File: config.mk
export PLATFORM = sky130hd
export DESIGN_NAME = matrix_mult_param
export DESIGN_NICKNAME = d
export VERILOG_FILES = /design/src/rtl/matrix_pkg.sv /design/src/rtl/mat_mac.sv /design/src/rtl/matrix_mult_param.sv
export SDC_FILE = /design/constraint.sdc
export NUM_CORES = 1
export LEC_CHECK = 0
export CELL_PAD_IN_SITES_DETAIL_PLACEMENT = 2
export CELL_PAD_IN_SITES_GLOBAL_PLACEMENT = 2
export CORE_AREA = 2 2 331 333
export CTS_CLUSTER_SIZE = 20
export DETAILED_ROUTE_END_ITERATION = 8
export DIE_AREA = 0 0 333 335
export GPL_TIMING_DRIVEN = 1
export HOLD_SLACK_MARGIN = 0.06
export PLACE_DENSITY = 0.63
export SLEW_MARGIN = 15
export SYNTH_ARGS = -nofsm -noshare
export SYNTH_HDL_FRONTEND = slang
export SYNTH_SLANG_ARGS = --single-unit
export TNS_END_PERCENT = 10
File: constraint.sdc
create_clock -name clk -period 6 [get_ports clk]
set_clock_uncertainty 0.1 [all_clocks]
set_input_delay 1.2 -clock clk [delete_from_list [all_inputs] [get_ports clk]]
set_output_delay 1.2 -clock clk [all_outputs]
set_load 0.02 [all_outputs]
File: src/rtl/matrix_pkg.sv
`default_nettype none
// ============================================================================
// matrix_pkg : shared state encoding and width helpers for matrix_mult_param
// Revision   : 1.0
// ============================================================================
package matrix_pkg;

  typedef enum logic [2:0] {
    ST_IDLE   = 3'd0,
    ST_LOAD   = 3'd1,
    ST_LOADED = 3'd2,
    ST_CALC   = 3'd3,
    ST_OUT    = 3'd4
  } state_e;

  function automatic int calc_dim_w(input int max_dim);
    return $clog2(max_dim + 1);
  endfunction

  function automatic int calc_acc_w(input int data_w, input int max_dim);
    return 2 * data_w + $clog2(max_dim);
  endfunction

  // Row/column counters only ever hold 0..MAX_DIM-1
  function automatic int calc_idx_w(input int max_dim);
    return (max_dim > 1) ? $clog2(max_dim) : 1;
  endfunction

endpackage
`default_nettype wire

File: src/rtl/mat_mac.sv
`default_nettype none
// ============================================================================
// mat_mac  : registered multiply-accumulate with clear and enable
// Revision : 1.0
// ============================================================================
module mat_mac #(
  parameter int DATA_W = 8,
  parameter int ACC_W  = 19,
  parameter bit SIGNED = 1'b0
) (
  input  logic              clk,
  input  logic              rst,
  input  logic              clr,
  input  logic              en,
  input  logic [DATA_W-1:0] a,
  input  logic [DATA_W-1:0] b,
  output logic [ACC_W-1:0]  sum
);

  logic [ACC_W-1:0] prod;
  logic [ACC_W-1:0] acc_d;
  logic [ACC_W-1:0] acc_q;

  // Operands are widened to the accumulator width before multiplying
  generate
    if (SIGNED) begin : g_signed
      assign prod = ACC_W'($signed(a)) * ACC_W'($signed(b));
    end else begin : g_unsigned
      assign prod = ACC_W'(a) * ACC_W'(b);
    end
  endgenerate

  assign sum = acc_q + prod;

  always_comb begin
    acc_d = acc_q;
    if (clr) begin
      acc_d = '0;
    end else if (en) begin
      acc_d = sum;
    end
  end

  always_ff @(posedge clk) begin
    if (rst) begin
      acc_q <= '0;
    end else begin
      acc_q <= acc_d;
    end
  end

endmodule
`default_nettype wire

File: src/rtl/matrix_mult_param.sv
`default_nettype none
// ============================================================================
// matrix_mult_param : serially loaded single-MAC matrix multiplier, streamed result
// Revision          : 1.0
// ============================================================================
module matrix_mult_param
  import matrix_pkg::*;
#(
  parameter int DATA_W  = 8,
  parameter int MAX_DIM = 7,
  parameter bit SIGNED  = 1'b0,
  localparam int DIM_W  = calc_dim_w(MAX_DIM),
  localparam int ACC_W  = calc_acc_w(DATA_W, MAX_DIM)
) (
  input  logic              clk,
  input  logic              rst,
  input  logic [DIM_W-1:0]  M1Xin,
  input  logic [DIM_W-1:0]  M1Yin,
  input  logic [DIM_W-1:0]  M2Xin,
  input  logic [DIM_W-1:0]  M2Yin,
  input  logic              program_dim,
  input  logic              program_val,
  input  logic [DATA_W-1:0] data_in,
  input  logic              start,
  input  logic              result_read_ready,
  output logic              ready,
  output logic              busy,
  output logic              err,
  output logic [ACC_W-1:0]  result_data,
  output logic              result_valid,
  output logic              result_last
);

  localparam int IDX_W = calc_idx_w(MAX_DIM);
  localparam logic [DIM_W-1:0] MAX_DIM_V = DIM_W'(MAX_DIM);
  localparam logic [DIM_W-1:0] DIM_ONE   = DIM_W'(1);
  localparam logic [IDX_W-1:0] IDX_ONE   = IDX_W'(1);

  state_e state_q, state_d;

  logic [DIM_W-1:0] m1x_q, m1x_d;
  logic [DIM_W-1:0] m1y_q, m1y_d;
  logic [DIM_W-1:0] m2x_q, m2x_d;
  logic [DIM_W-1:0] m2y_q, m2y_d;

  logic             ld_m2_q, ld_m2_d;
  logic [IDX_W-1:0] ld_r_q, ld_r_d;
  logic [IDX_W-1:0] ld_c_q, ld_c_d;

  logic [IDX_W-1:0] i_q, i_d;
  logic [IDX_W-1:0] j_q, j_d;
  logic [IDX_W-1:0] k_q, k_d;

  logic             err_q, err_d;
  logic [ACC_W-1:0] result_q, result_d;

  logic [DATA_W-1:0] m1_mem_q [MAX_DIM][MAX_DIM];
  logic [DATA_W-1:0] m2_mem_q [MAX_DIM][MAX_DIM];

  logic             m1_we;
  logic             m2_we;
  logic             mac_clr;
  logic             mac_en;
  logic [ACC_W-1:0] mac_sum;

  logic [DIM_W-1:0] ld_rows;
  logic [DIM_W-1:0] ld_cols;
  logic             ld_c_last;
  logic             ld_r_last;
  logic             k_last;
  logic             i_last;
  logic             j_last;
  logic             dims_bad;
  logic             dim_window;

  assign ld_rows   = ld_m2_q ? m2y_q : m1y_q;
  assign ld_cols   = ld_m2_q ? m2x_q : m1x_q;
  assign ld_c_last = (DIM_W'(ld_c_q) == (ld_cols - DIM_ONE));
  assign ld_r_last = (DIM_W'(ld_r_q) == (ld_rows - DIM_ONE));
  assign k_last    = (DIM_W'(k_q) == (m1x_q - DIM_ONE));
  assign i_last    = (DIM_W'(i_q) == (m1y_q - DIM_ONE));
  assign j_last    = (DIM_W'(j_q) == (m2x_q - DIM_ONE));

  assign dims_bad = (M1Xin == '0) || (M1Yin == '0) || (M2Xin == '0) || (M2Yin == '0) ||
                    (M1Xin > MAX_DIM_V) || (M1Yin > MAX_DIM_V) ||
                    (M2Xin > MAX_DIM_V) || (M2Yin > MAX_DIM_V) ||
                    (M1Xin != M2Yin);

  assign dim_window = (state_q == ST_IDLE) || (state_q == ST_LOAD) || (state_q == ST_LOADED);

  mat_mac #(
    .DATA_W (DATA_W),
    .ACC_W  (ACC_W),
    .SIGNED (SIGNED)
  ) u_mac (
    .clk (clk),
    .rst (rst),
    .clr (mac_clr),
    .en  (mac_en),
    .a   (m1_mem_q[i_q][k_q]),
    .b   (m2_mem_q[k_q][j_q]),
    .sum (mac_sum)
  );

  always_comb begin
    state_d  = state_q;
    m1x_d    = m1x_q;
    m1y_d    = m1y_q;
    m2x_d    = m2x_q;
    m2y_d    = m2y_q;
    ld_m2_d  = ld_m2_q;
    ld_r_d   = ld_r_q;
    ld_c_d   = ld_c_q;
    i_d      = i_q;
    j_d      = j_q;
    k_d      = k_q;
    err_d    = err_q;
    result_d = result_q;
    m1_we    = 1'b0;
    m2_we    = 1'b0;
    mac_clr  = 1'b0;
    mac_en   = 1'b0;

    case (state_q)
      ST_IDLE: begin
      end

      ST_LOAD: begin
        if (program_val && !program_dim) begin
          m1_we = !ld_m2_q;
          m2_we = ld_m2_q;
          if (!ld_c_last) begin
            ld_c_d = ld_c_q + IDX_ONE;
          end else begin
            ld_c_d = '0;
            if (!ld_r_last) begin
              ld_r_d = ld_r_q + IDX_ONE;
            end else begin
              ld_r_d = '0;
              if (!ld_m2_q) begin
                ld_m2_d = 1'b1;
              end else begin
                state_d = ST_LOADED;
              end
            end
          end
        end
      end

      ST_LOADED: begin
        if (start) begin
          i_d     = '0;
          j_d     = '0;
          k_d     = '0;
          mac_clr = 1'b1;
          state_d = ST_CALC;
        end
      end

      ST_CALC: begin
        mac_en = 1'b1;
        if (k_last) begin
          result_d = mac_sum;
          state_d  = ST_OUT;
        end else begin
          k_d = k_q + IDX_ONE;
        end
      end

      ST_OUT: begin
        if (result_read_ready) begin
          if (i_last && j_last) begin
            state_d = ST_LOADED;
          end else begin
            if (j_last) begin
              j_d = '0;
              i_d = i_q + IDX_ONE;
            end else begin
              j_d = j_q + IDX_ONE;
            end
            k_d     = '0;
            mac_clr = 1'b1;
            state_d = ST_CALC;
          end
        end
      end

      default: begin
        state_d = ST_IDLE;
      end
    endcase

    // Reprogramming wins over any load-data or start in the same cycle
    if (program_dim && dim_window) begin
      m1x_d   = M1Xin;
      m1y_d   = M1Yin;
      m2x_d   = M2Xin;
      m2y_d   = M2Yin;
      ld_m2_d = 1'b0;
      ld_r_d  = '0;
      ld_c_d  = '0;
      err_d   = dims_bad;
      state_d = dims_bad ? ST_IDLE : ST_LOAD;
    end
  end

  always_ff @(posedge clk) begin
    if (rst) begin
      state_q  <= ST_IDLE;
      m1x_q    <= '0;
      m1y_q    <= '0;
      m2x_q    <= '0;
      m2y_q    <= '0;
      ld_m2_q  <= 1'b0;
      ld_r_q   <= '0;
      ld_c_q   <= '0;
      i_q      <= '0;
      j_q      <= '0;
      k_q      <= '0;
      err_q    <= 1'b0;
      result_q <= '0;
    end else begin
      state_q  <= state_d;
      m1x_q    <= m1x_d;
      m1y_q    <= m1y_d;
      m2x_q    <= m2x_d;
      m2y_q    <= m2y_d;
      ld_m2_q  <= ld_m2_d;
      ld_r_q   <= ld_r_d;
      ld_c_q   <= ld_c_d;
      i_q      <= i_d;
      j_q      <= j_d;
      k_q      <= k_d;
      err_q    <= err_d;
      result_q <= result_d;
    end
  end

  // Operand storage survives reset; only a fresh load overwrites it
  always_ff @(posedge clk) begin
    if (m1_we) begin
      m1_mem_q[ld_r_q][ld_c_q] <= data_in;
    end
    if (m2_we) begin
      m2_mem_q[ld_r_q][ld_c_q] <= data_in;
    end
  end

  assign ready        = (state_q == ST_LOADED);
  assign busy         = (state_q == ST_CALC) || (state_q == ST_OUT);
  assign err          = err_q;
  assign result_data  = result_q;
  assign result_valid = (state_q == ST_OUT);
  assign result_last  = (state_q == ST_OUT) && i_last && j_last;

endmodule
`default_nettype wire

# Yosys cells after proc, flatten, opt, wreduce, memory -nomap -nowiden
# Memory sizes are Yosys's and may differ from the RTL's. A register that Yosys moved wholly into a read port is not among the register bits.
# Cells that the tools add are included.
# totals
register_bits	70
n_memories	2
ramBits	784
romBits	0
in_bits	26
latchBits	0
# memory_table
name	words	word_bits	rd	rd_ports_with_merged_regs	wr	line_no	text
m1_mem_q	7	56	1	1	1	matrix_mult_param.sv:57	logic [DATA_W-1:0] m1_mem_q [MAX_DIM][MAX_DIM];
m2_mem_q	7	56	1	1	1	matrix_mult_param.sv:58	logic [DATA_W-1:0] m2_mem_q [MAX_DIM][MAX_DIM];
# op_classes
magnitude_cmp	8
addsub	11
n_mul	1
div_mod_pow	0
bitwise_logic	3
muxes	53
n_eq_ne	23
reduce_logical	36
shift	0
# op_table
operator	n
$mux W56	2
$mux W3	26
$bmux W8 S3	2
$mux W8	5
$demux W8 S3	1
$add A19 B16 Y19	1
$mul A8 B8 Y16	1
$add A3 B1 Y3 const B	5
$eq A3 B3 Y1	5
$logic_not A3 Y1	5
$ne A3 B2 Y1 const B	5
$pmux W3 S5	1
$sub A3 B1 Y3 const B	5
$ge A4 B4 Y1 const B	3
$gt A3 B3 Y1 const B	4
$mux W1	12
$not A3 Y4	3
$pmux W3 S2	2
$logic_or A1 B1 Y1	11
$reduce_and A5 Y1	2
$pmux W3 S3	1
$ne A2 B2 Y1 const B	4
$reduce_and A4 Y1	2
$reduce_and A8 Y1	1
16 further kinds	26

# Depth between registers and ports, before layout
# logic_depth
depth_word	11
depth_mapped	26

# Modules after synthesis
# A second synthesis with hierarchy kept.
# unflattened
hier_cells	2412
hier_area_um2	37468.4
# by_module_without_submodules
mod	cells_each	instances	area_each_um2
matrix_mult_param	1973	1	33833.7
mat_mac	439	1	3634.7

# Worst setup path before layout
# Ideal clock, no wire load.
# synth_timing
path_type	register -> register
start	register with a tool-made name
end	register result_q[18] (netlist: result_data[18])
setup_time_ps	122
period_less_slack_ps	5903
stages_incl_launch_ff	23
n_path_buf	3
setup_slack_ps	97
required_ps	5778
arrival_ps	5681
cell_sequence	dfxtp_1 buf_6 buf_6 buf_6 mux2i_1 o21ai_0 a2111oi_0 nor2_1 o211a_1 and2_1 fa_1 fa_1 fa_1 inv_1 fa_1 inv_1 ha_1 and3_1 a31o_2 a211o_1 a221oi_1 xor2_1 o21ai_0
# synth_rtl
element	line_no	text
to (signal assigned)	matrix_mult_param.sv:235	result_q <= result_d;
to (decl)	matrix_mult_param.sv:55	logic [ACC_W-1:0] result_q, result_d;

==> summary.md <==
| Metric | Value |
|---|---|
| Status | `finished, violations left` |
| Failing checks | `setup timing` |
| Hold buffers post-CTS | `0` |
| Nets | `2825` |
| GRT Residual Overflow | `0` |
| Final Util | `about two fifths` |
| Top cells by area, synth | `edfxtp_1 63%, mux4_2 6.6%, dfxtp_1 4.0%, mux2i_1 3.7%, fa_1 2.7%` |
| Crit path launch type | `flop` |
| Worst EP arrival | `about 6.8 ns` |
| Residual DRC | `0` |
| Reg-to-reg slack, setup | `-0.32 ns` |
| Drt initial violations | `1811` |
| CTS tree | `done` |
| Root Buffer | `clkbuf_16` |
| Hold wc startpoint | `result_data[2]` |
| VDD IR max | `0.1843 mV` |
| CP max stage cell | `fa_1` |
| Critical Path End Type | `flop` |
| First-pass GRT wire length | `171800 um` |
| Mapped Nets | `~2500` |
| Largest net degree at the start of global routing | `66` |
| Unrepaired setup endpoints after global routing | `true` |
| Crit share post-route | `105.3%` |
| Row Count | `121` |
| Seq/Total Area, Yosys | `between 60% and 70%` |
| Most frequent cells in the layout | `784 x edfxtp_1, 223 x buf_4, 222 x nand2_1` |
| Synth Area per Inst | `15.55 um2` |
| Net Switching | `0.002714 W` |
| Hold path depth | `2` |
| Slew Limit Fails | `0` |
| Final Hold Viols | `0` |
| Clock buffer count from CTS | `92` |
| Final HPWL from detailed placement | `77330 um` |
| Total number of vias | `22231` |
| Leakage power figure | `14.87 nW` |
| Clock Sinks | `860` |
| Total track usage | `20.91%` |
| Most common cell after layout, fill and taps aside | `edfxtp_1` |
| Hold WS | `0.3555 ns` |
| WS Path Type | `reg -> reg` |
| FF+latch count, synth | `860` |
| Post-synth EDFFs | `784` |
| Number of cells produced by synthesis | `approximately 2400` |
| DIE AREA | `0.1116 mm2` |
| Post-synth top area cell | `edfxtp_1` |
| Warnings from Yosys | `0` |
| Longest Clk Path Bufs | `3` |
| Crit-path max cell delay | `0.58 ns` |
| Final min period | `6.319 ns` |
| Pre-antenna DRT Iters | `5` |
| Area Growth Syn to Fin | `20.00%` |
| Critical path cell sequence | `buf_12 -> buf_16 -> mux4_2 -> a2bb2oi_1 -> a311oi_2 -> buf_4 -> nor2_1 -> o211a_4 -> and2_4 -> fa_1 -> fa_2 -> fa_1 -> inv_1 -> fa_1 -> inv_1 -> ha_4 -> and3_4 -> a31o_2 -> a211o_1 -> a221oi_2 -> buf_4 -> xor2_1 -> o21ai_1` |
| Overall routed net length | `about 120000 um` |
| Routed len/inst | `27.67 um` |
| Fmax | `0.1582 GHz` |
| Setup tns final | `-4.312 ns` |
| Initial antenna violation count | `7` |
| Relative slew margins | `16.92%` |
| ANT nets after route | `0` |
| Final setup violation count | `20` |
| Final Worst Setup Slack | `-0.3192 ns` |
| PwrDens | `approximately 280 mW/mm2` |
| Critical R2R Capture | `result_data[18]` |
| Synth top area share | `between 60% and 70%` |
| Post-synthesis cell area | `about 0.038 mm2` |
| Clock-pin slew of the registers on the worst-case setup and hold paths | `roughly 0.060 ns` |
| Overall power | `about 0.013 W` |
| Final Wtd Congestion | `0.8495` |
| Worst Path Max Fanout | `6` |
| Htree depth | `3` |
| Pint | `around 0.010 W` |
| Asr flop ratio synth | `0%` |
| Core area | `0.1081 mm2` |
| Vias in the first global route | `24800` |
| Logic pwr share | `2.3%` |
| PortBufs | `49` |
| Clock Latency Late Sink | `0.68 ns` |
| MaxCap Viol Count | `0` |
| CP most frequent cell | `fa_1` |
| Share of layout cells above drive strength 1 | `24.20%` |
| Die Width | `333 um` |
| IO Count | `50` |
| Flop pwr share | `51.2%` |
| Critical Path RT | `6.45 ns` |
| Detailed-route vias per instance | `5.303` |
| Sw frac | `21.24%` |
| Clock Power Share | `between 40 and 50%` |
| R2R cell count | `23` |
| Top FF cell, synth | `edfxtp_1` |
| Least-Margin Pin Slew | `about 1.2 ns` |
| Initial Util | `34.81%` |
| Die H | `335 um` |
| Netlist cell types | `slightly above 80` |
| Hold Path Class | `reg -> reg` |
| End of the worst hold path | `result_data[2]` |
## sequential cells by signal, indices dropped and copies added (netlist names), 19 cells and up, named ones only
name and flops:
u_mac.acc_q 19, m1_mem_q 392, m2_mem_q 392, result_data 19
## worst max path at each step
| stage | endpoint | depth (start not counted) |
|---|---|---|
| 2_1_floorplan | result_data[18] | 22 |
| 3_3_place_gp | result_data[18] | 21 |
| 3_5_place_dp | result_data[16] | 21 |
| 4_1_cts | result_data[18] | 23 |
| 5_1_grt | u_mac.acc_q[17] | 23 |
| 6_report | result_data[18] | 23 |
## cell usage after synthesis (27+ instances only)
master	count
a21oi_1	62
and2_1	39
buf_2	30
clkbuf_1	66
dfxtp_1	76
edfxtp_1	784
fa_1	50
ha_1	51
inv_1	108
mux2_2	28
mux2i_1	138
mux4_2	111
nand2_1	224
nor2_1	166
nor2b_1	27
o21ai_0	94
## per-layer routing
metal	global-route usage, %	vias to the layer above	part of all wire [%]
met5	0	-	0
met3	3.296	162	4.7
met2	35.82	544	50
met1	26.89	11782	42
li1	-	9743	-
met4	7.481	0	3.2
## logic make-up (layout without fill, tap and decap cells)
group / Yosys count / count (layout) / synth area share [%]
adders and majority gates: 101 / 101 / 4.356
AOI/OAI and AO/OA: 330 / 330 / 6.085
and+or+nand+nor: 563 / 563 / 6.790
buffers and inverters: 238 / 595 / 3.132
muxes: 296 / 296 / 12.20
DFF: 860 / 860 / 66.61
xor gates and xnor gates: 32 / 32 / 0.8247
other: 0 / 1 / 0
## power groups by stage
stage               registers [W]  clock network [W]  logic (W)
floorplan                 0.00667                  0  0.0000979
global placement          0.00667                  0   0.000271
global route              0.00654            0.00627   0.000325
CTS                       0.00654            0.00607   0.000299
detailed placement        0.00667                  0   0.000285
finish                    0.00654            0.00594   0.000296
## timing repair
item	4_1_cts	5_1_grt
buffers inserted	29	1
gates cloned	3	0
resized for setup	116	20
pin swaps	40	12
endpoints found under the setup margin	26	26
## final cells by class
type,instances,area (um2)
inverter,110,412.9
sequential,860,25080
multi-input combinational,1322,11820
clock buffer,109,2396
antenna,1,2.502
tap,1414,1769
fill,10432,62940
timing repair buffer,312,2948
clock inverter,64,723.2
## stage by stage
step                      cells  setup WS, ns  area [um2]
after global routing       4191       -0.5649       45150
final                      4192       -0.3192       45150
after floorplan            2420       0.09667       37630
after CTS                  4190       -0.2605       45080
after detailed placement   3985       -0.8019       41120
after global placement     3985       -0.6305       41120
## critical path: cells and delay by family, from the launching register on
family	cells	cell delay (ns)
adders and majority gates	5	2.26
AOI/OAI and AO/OA	7	1.63
buffers and inverters	6	0.76
muxes	1	0.49
and+or+nand+nor	3	0.42
DFF	1	0.39
xor gates and xnor gates	1	0.14
Note: power is estimated with default switching activity, not from simulation.
